--- src/rtl/multicycle_controller_pkg.sv ---
// Shared encodings for the multicycle controller: FSM states, opcodes,
// ALUOp / ALUControl codes and datapath mux selects.
package multicycle_controller_pkg;

  typedef enum logic [3:0] {
    S_FETCH    = 4'd0,
    S_DECODE   = 4'd1,
    S_MEMADR   = 4'd2,
    S_MEMREAD  = 4'd3,
    S_MEMWB    = 4'd4,
    S_MEMWRITE = 4'd5,
    S_EXECR    = 4'd6,
    S_ALUWB    = 4'd7,
    S_EXECI    = 4'd8,
    S_JAL      = 4'd9,
    S_BEQ      = 4'd10
  } state_t;

  localparam logic [6:0] OP_LW  = 7'b0000011;
  localparam logic [6:0] OP_SW  = 7'b0100011;
  localparam logic [6:0] OP_R   = 7'b0110011;
  localparam logic [6:0] OP_I   = 7'b0010011;
  localparam logic [6:0] OP_JAL = 7'b1101111;
  localparam logic [6:0] OP_BEQ = 7'b1100011;

  localparam logic [1:0] ALUOP_ADD   = 2'b00;
  localparam logic [1:0] ALUOP_SUB   = 2'b01;
  localparam logic [1:0] ALUOP_FUNCT = 2'b10;

  localparam logic [2:0] ALUCTL_ADD = 3'b000;
  localparam logic [2:0] ALUCTL_SUB = 3'b001;
  localparam logic [2:0] ALUCTL_AND = 3'b010;
  localparam logic [2:0] ALUCTL_OR  = 3'b011;
  localparam logic [2:0] ALUCTL_SLT = 3'b101;

  localparam logic       ADR_PC     = 1'b0;
  localparam logic       ADR_ALUOUT = 1'b1;

  localparam logic [1:0] RES_ALUOUT    = 2'b00;
  localparam logic [1:0] RES_DATA      = 2'b01;
  localparam logic [1:0] RES_ALURESULT = 2'b10;

  localparam logic [1:0] SRCA_PC    = 2'b00;
  localparam logic [1:0] SRCA_OLDPC = 2'b01;
  localparam logic [1:0] SRCA_RD1   = 2'b10;

  localparam logic [1:0] SRCB_RD2  = 2'b00;
  localparam logic [1:0] SRCB_IMM  = 2'b01;
  localparam logic [1:0] SRCB_FOUR = 2'b10;

  localparam logic [1:0] IMM_I = 2'b00;
  localparam logic [1:0] IMM_S = 2'b01;
  localparam logic [1:0] IMM_B = 2'b10;
  localparam logic [1:0] IMM_J = 2'b11;

endpackage

--- src/rtl/aludec.sv ---
// ALU decoder: maps ALUOp plus instruction fields to an ALU operation.
module aludec
  import multicycle_controller_pkg::*;
(
  input  logic [1:0] alu_op,
  input  logic       op5,
  input  logic [2:0] funct3,
  input  logic       funct7b5,
  output logic [2:0] alu_control
);

  always_comb begin
    alu_control = ALUCTL_ADD;
    case (alu_op)
      ALUOP_SUB: alu_control = ALUCTL_SUB;
      ALUOP_FUNCT: begin
        case (funct3)
          // Only R-type (op5=1) can encode sub; addi with bit30 set stays add.
          3'b000:  alu_control = (op5 & funct7b5) ? ALUCTL_SUB : ALUCTL_ADD;
          3'b010:  alu_control = ALUCTL_SLT;
          3'b110:  alu_control = ALUCTL_OR;
          3'b111:  alu_control = ALUCTL_AND;
          default: alu_control = ALUCTL_ADD;
        endcase
      end
      default: alu_control = ALUCTL_ADD;
    endcase
  end

endmodule

--- src/rtl/multicycle_controller.sv ---
// Moore FSM controller for a multicycle RV32 subset datapath
// (lw, sw, R-type, I-type ALU, jal, beq).
module multicycle_controller
  import multicycle_controller_pkg::*;
(
  input  logic       clk,
  input  logic       rst_n,
  input  logic [6:0] op,
  input  logic [2:0] funct3,
  input  logic       funct7b5,
  input  logic       Zero,
  output logic       PCWrite,
  output logic       AdrSrc,
  output logic       MemWrite,
  output logic       IRWrite,
  output logic [1:0] ResultSrc,
  output logic [1:0] ALUSrcA,
  output logic [1:0] ALUSrcB,
  output logic [2:0] ALUControl,
  output logic       RegWrite,
  output logic [1:0] ImmSrc,
  output logic [3:0] State
);

  state_t     state_reg;
  logic [1:0] alu_op;
  logic       branch;
  logic       pc_update;
  logic       ir_write;
  logic       reg_write;
  logic       mem_write;

  always_ff @(posedge clk or negedge rst_n) begin
    if (!rst_n) begin
      state_reg <= S_FETCH;
    end else begin
      case (state_reg)
        S_FETCH:  state_reg <= S_DECODE;
        S_DECODE: begin
          case (op)
            OP_LW, OP_SW: state_reg <= S_MEMADR;
            OP_R:         state_reg <= S_EXECR;
            OP_I:         state_reg <= S_EXECI;
            OP_JAL:       state_reg <= S_JAL;
            OP_BEQ:       state_reg <= S_BEQ;
            default:      state_reg <= S_FETCH;
          endcase
        end
        S_MEMADR:  state_reg <= (op == OP_SW) ? S_MEMWRITE : S_MEMREAD;
        S_MEMREAD: state_reg <= S_MEMWB;
        S_EXECR, S_EXECI, S_JAL: state_reg <= S_ALUWB;
        S_MEMWB, S_MEMWRITE, S_ALUWB, S_BEQ: state_reg <= S_FETCH;
        default:   state_reg <= S_FETCH;
      endcase
    end
  end

  always_comb begin
    AdrSrc    = ADR_PC;
    ResultSrc = RES_ALUOUT;
    ALUSrcA   = SRCA_PC;
    ALUSrcB   = SRCB_RD2;
    alu_op    = ALUOP_ADD;
    branch    = 1'b0;
    pc_update = 1'b0;
    ir_write  = 1'b0;
    reg_write = 1'b0;
    mem_write = 1'b0;
    case (state_reg)
      S_FETCH: begin
        ir_write  = 1'b1;
        ALUSrcB   = SRCB_FOUR;
        ResultSrc = RES_ALURESULT;
        pc_update = 1'b1;
      end
      S_DECODE: begin
        ALUSrcA = SRCA_OLDPC;
        ALUSrcB = SRCB_IMM;
      end
      S_MEMADR: begin
        ALUSrcA = SRCA_RD1;
        ALUSrcB = SRCB_IMM;
      end
      S_MEMREAD: AdrSrc = ADR_ALUOUT;
      S_MEMWB: begin
        ResultSrc = RES_DATA;
        reg_write = 1'b1;
      end
      S_MEMWRITE: begin
        AdrSrc    = ADR_ALUOUT;
        mem_write = 1'b1;
      end
      S_EXECR: begin
        ALUSrcA = SRCA_RD1;
        alu_op  = ALUOP_FUNCT;
      end
      S_ALUWB: reg_write = 1'b1;
      S_EXECI: begin
        ALUSrcA = SRCA_RD1;
        ALUSrcB = SRCB_IMM;
        alu_op  = ALUOP_FUNCT;
      end
      S_JAL: begin
        ALUSrcA   = SRCA_OLDPC;
        ALUSrcB   = SRCB_FOUR;
        pc_update = 1'b1;
      end
      S_BEQ: begin
        ALUSrcA = SRCA_RD1;
        alu_op  = ALUOP_SUB;
        branch  = 1'b1;
      end
      default: ;
    endcase
  end

  always_comb begin
    case (op)
      OP_SW:   ImmSrc = IMM_S;
      OP_BEQ:  ImmSrc = IMM_B;
      OP_JAL:  ImmSrc = IMM_J;
      default: ImmSrc = IMM_I;
    endcase
  end

  aludec u_aludec (
    .alu_op      (alu_op),
    .op5         (op[5]),
    .funct3      (funct3),
    .funct7b5    (funct7b5),
    .alu_control (ALUControl)
  );

  // Strobes are gated by rst_n so they drop the instant reset is asserted.
  assign PCWrite  = rst_n & ((branch & Zero) | pc_update);
  assign IRWrite  = rst_n & ir_write;
  assign RegWrite = rst_n & reg_write;
  assign MemWrite = rst_n & mem_write;
  assign State    = state_reg;

endmodule

--- config.mk ---
export PLATFORM = sky130hd
export DESIGN_NAME = multicycle_controller
export DESIGN_NICKNAME = d
export VERILOG_FILES = /design/src/rtl/multicycle_controller_pkg.sv /design/src/rtl/aludec.sv /design/src/rtl/multicycle_controller.sv
export SDC_FILE = /design/constraint.sdc
export NUM_CORES = 1
export LEC_CHECK = 0
export CORE_MARGIN = 2
export CORE_UTILIZATION = 32
export CTS_CLUSTER_DIAMETER = 200
export DETAILED_ROUTE_END_ITERATION = 7
export PLACE_DENSITY = 0.74
export SLEW_MARGIN = 15
export SYNTH_ARGS = -nofsm -noshare
export SYNTH_HDL_FRONTEND = slang
export SYNTH_SLANG_ARGS = --single-unit
export TNS_END_PERCENT = 1
--- constraint.sdc ---
create_clock -name clk -period 1.58 [get_ports clk]
set_clock_uncertainty 0.05 [all_clocks]
set_input_delay 0.237 -clock clk [delete_from_list [all_inputs] [get_ports clk]]
set_output_delay 0.237 -clock clk [all_outputs]
set_load 0.005 [all_outputs]
==> key figures <==
Synth
  • Syn Inst Count: 72
  • Mapped cell area: 550.5 um^2
  • Mapped Nets: around 90
  • Avg Cell Area, Syn: 7.646 um^2
  • Synth warnings: 0
  • Synth unique cells: 34
  • #FFs+latches synth: 4
  • Sequential-to-total area share from yosys stat: 18.18%

Die
  • Chip width: 45.48 um
  • Io pins: 34
  • Row Count: 14
  • Starting Density: 35.31%
  • Die ar.: 0.002068 mm^2
  • Core box area: approximately 0.0016 mm^2
  • Die height: 45.48 um

Worst setup path
  • Critical Path, Cell by Cell: buf_6, nand3b_1, a21oi_4, ha_4, nand2_4, nor3_2, buf_2
  • Slowest cell delay on critical path: 480 ps
  • Crit-path slowest cell: dfrtp_2
  • CP Launch Type: flip-flop
  • WP data arrival: 1840 ps
  • Worst Path Max Fanout: 5
  • Req. time, crit path: 1290 ps
  • Critical path class: reg2out
  • Critical Path Sink Type: output port

Global route
  • Global-route wire length before repair: a little under 4 mm
  • GRT Overall Usage: 26.63%
  • Vias in the first global route: 883
  • Initial antenna violation count: 0
  • Largest net degree at the start of global routing: 14
  • Grt total ovfl: 0

STA
  • Worst hold slack: 215.8 ps
  • Unrepaired setup endpoints after global routing: true
  • Final Cycle Share: 134.7%
  • Min Tclk post-route: about 2100 ps
  • Max Clk Rate: 469.9 MHz
  • Worst-Margin Slew: 343.1 ps
  • Final Hold Violating Endpoints: 0
  • # setup viols final: 16
  • Final Slew Violations: 0
  • Slew headroom: 77.07%
  • PnR worst setup slack: -548.3 ps

Clock network
  • CTS tree: yes
  • CTS sink cnt: 4
  • Root buffer cell: clkbuf_4
  • Clk slew on worst S/H paths: 60 ps
  • # H-tree levels: 1
  • CTS Buf Count: 3
  • Clock latency on the worst-skew pair: between 200 and 300 ps
  • Hold buffers post-CTS: 0
  • CTS Buffer Depth: 2

Final layout
  • Inserted Diodes: 0
  • Final Util: 85.55%
  • Most frequent cells in the layout: 29 x buf_4, 13 x clkdlybuf4s50_1, 8 x buf_2, 8 x buf_6
  • Area delta synth->final: 142.3%
  • Number of flip-flops in the largest register: 4
  • Most common cell after layout, fill and taps aside: buf_4
  • Share of layout cells above drive strength 1: 60.28%
  • Layout Cells excl Fill: 157
  • Nets@finish: around 160

Power
  • Cell area power density: 854.1 mW/mm^2
  • Flop pwr share: 14.0%
  • Logic gate share of total power: a little under three quarters
  • Worst IR drop on VDD: 0.0007827 V
  • Internal power: 665.2 uW
  • Clock share of power: between 10 and 15%
  • Net switching power: 474.0 uW
  • Leak: 0.6435 nW
  • Sw Ratio: 41.61%

Place
  • DP Wirelength: 1.739 mm
  • Placed cells: about 150
  • Count of buffers inserted at the top-level ports: 33
  • GPL Wtd Cong: 0.8498

Hold path
  • Hold WC Path Type: in2async

Drt
  • Antenna Nets Post-Route: 0
  • Residual DRC: 0
  • Via density: 5.541
  • WL/cell: 18.03 um
  • DRT iter0 DRCs: 7
  • Drt first pass iters: 4
  • DR vias: 870
  • Total Wirelength: ~2.8 mm

Status
  • Failing checks: setup timing
  • Status: finished, violations left

Job
  • Max-cap violations: 0
[critical path, delay by kind of cell (launching register included)]
| kind | cells | cell delay, ps |
|---|---|---|
| DFF | 1 | 480 |
| and+or+nand+nor | 3 | 410 |
| buffers and inverters | 2 | 320 |
| AOI/OAI and AO/OA | 1 | 190 |
| adders and majority gates | 1 | 170 |
[Yosys cell counts, drive strengths merged]
cell,count,area share (%)
nor3b,1,1.4
inv,8,5.5
nor4b,2,4.3
and3,3,3.4
clkbuf,1,2.5
nand2,3,2.0
nor2b,2,2.3
ha,2,4.5
o21ai,2,1.8
o211ai,1,1.4
a32oi,1,1.6
nand3b,1,1.4
o32ai,1,3.0
a41oi,1,1.6
nand2b,5,5.7
nor4,2,2.3
and2,1,1.1
nor2,4,2.7
xor2,2,3.2
and4bb,1,3.0
xnor2,2,3.2
nand3,1,0.91
nor3,7,8.2
or2,1,1.1
a41o,1,1.8
a21oi,6,5.5
a31o,1,1.6
buf,3,2.7
dfrtp,4,18
a31oi,2,2.3
[final timing paths]
check	slack [ps]	start	cells after the start	endpoint
worst max-delay path	-550	State[3]	7	ALUControl[2]
worst min-delay path	220	rst_n	2	State[3]
worst max register to register	100	State[3]	6	State[0]
worst min register to register	650	State[1]	2	State[0]
max in group asynchronous	1130	rst_n	2	State[1]
min in group clk	580	op[2]	5	State[0]
[logic make-up (layout without fill, tap and decap cells)]
group	Yosys count	in the layout	synth area share, %
AOI/OAI and AO/OA	16	16	20.45
xor gates and xnor gates	4	4	6.365
adders and majority gates	2	2	4.545
buffers and inverters	12	81	10.68
DFF	4	4	18.18
and+or+nand+nor	34	34	39.77
[final cells by class]
class / instances / area, um^2
Multi-Input combinational cell: 56 / 565.5
Inverter: 8 / 30.03
Clock buffer: 4 / 26.28
Timing Repair Buffer: 69 / 589.3
Fill cell: 98 / 225.2
Tap cell: 16 / 20.02
Sequential cell: 4 / 102.6
[power groups by stage]
| stage | registers (mW) | clock network (mW) | logic (mW) |
|---|---|---|---|
| after floorplan | 0.149 | 0 | 0.296 |
| after global placement | 0.147 | 0 | 0.747 |
| after detailed placement | 0.150 | 0 | 0.752 |
| after CTS | 0.153 | 0.160 | 0.764 |
| after global routing | 0.162 | 0.171 | 0.868 |
| final | 0.160 | 0.166 | 0.814 |
[repair_timing]
| item | 4_1_cts | 5_1_grt |
|---|---|---|
| resized for setup | 67 | 18 |
| pin swaps | 12 | 5 |
| buffers inserted | 5 | 0 |
| setup endpoints to repair | 20 | 18 |
[routing by layer]
layer  vias up  GRT usage, %  part of all wire, %  wire length [um]
li1        398             -                    -                 -
met1       422         28.37                   37              1038
met2        45         49.86                   54              1536
met3         5         4.365                  7.0               197
met4         0         12.35                  2.1                59
met5         -             0                    0                 0
[metrics by stage]
stage               setup TNS (ps)  cell area [um^2]  setup WS (ps)  power, mW
floorplan                   -123.8             586.8         -43.52     0.4451
global placement             -4867              1141         -487.6     0.8939
detailed placement           -5549              1141         -627.4     0.9025
CTS                          -3378              1260         -490.5      1.078
global route                 -4432              1334         -599.4      1.201
finish                       -3591              1334         -548.3      1.139
Power figures use the tool's default switching activity.
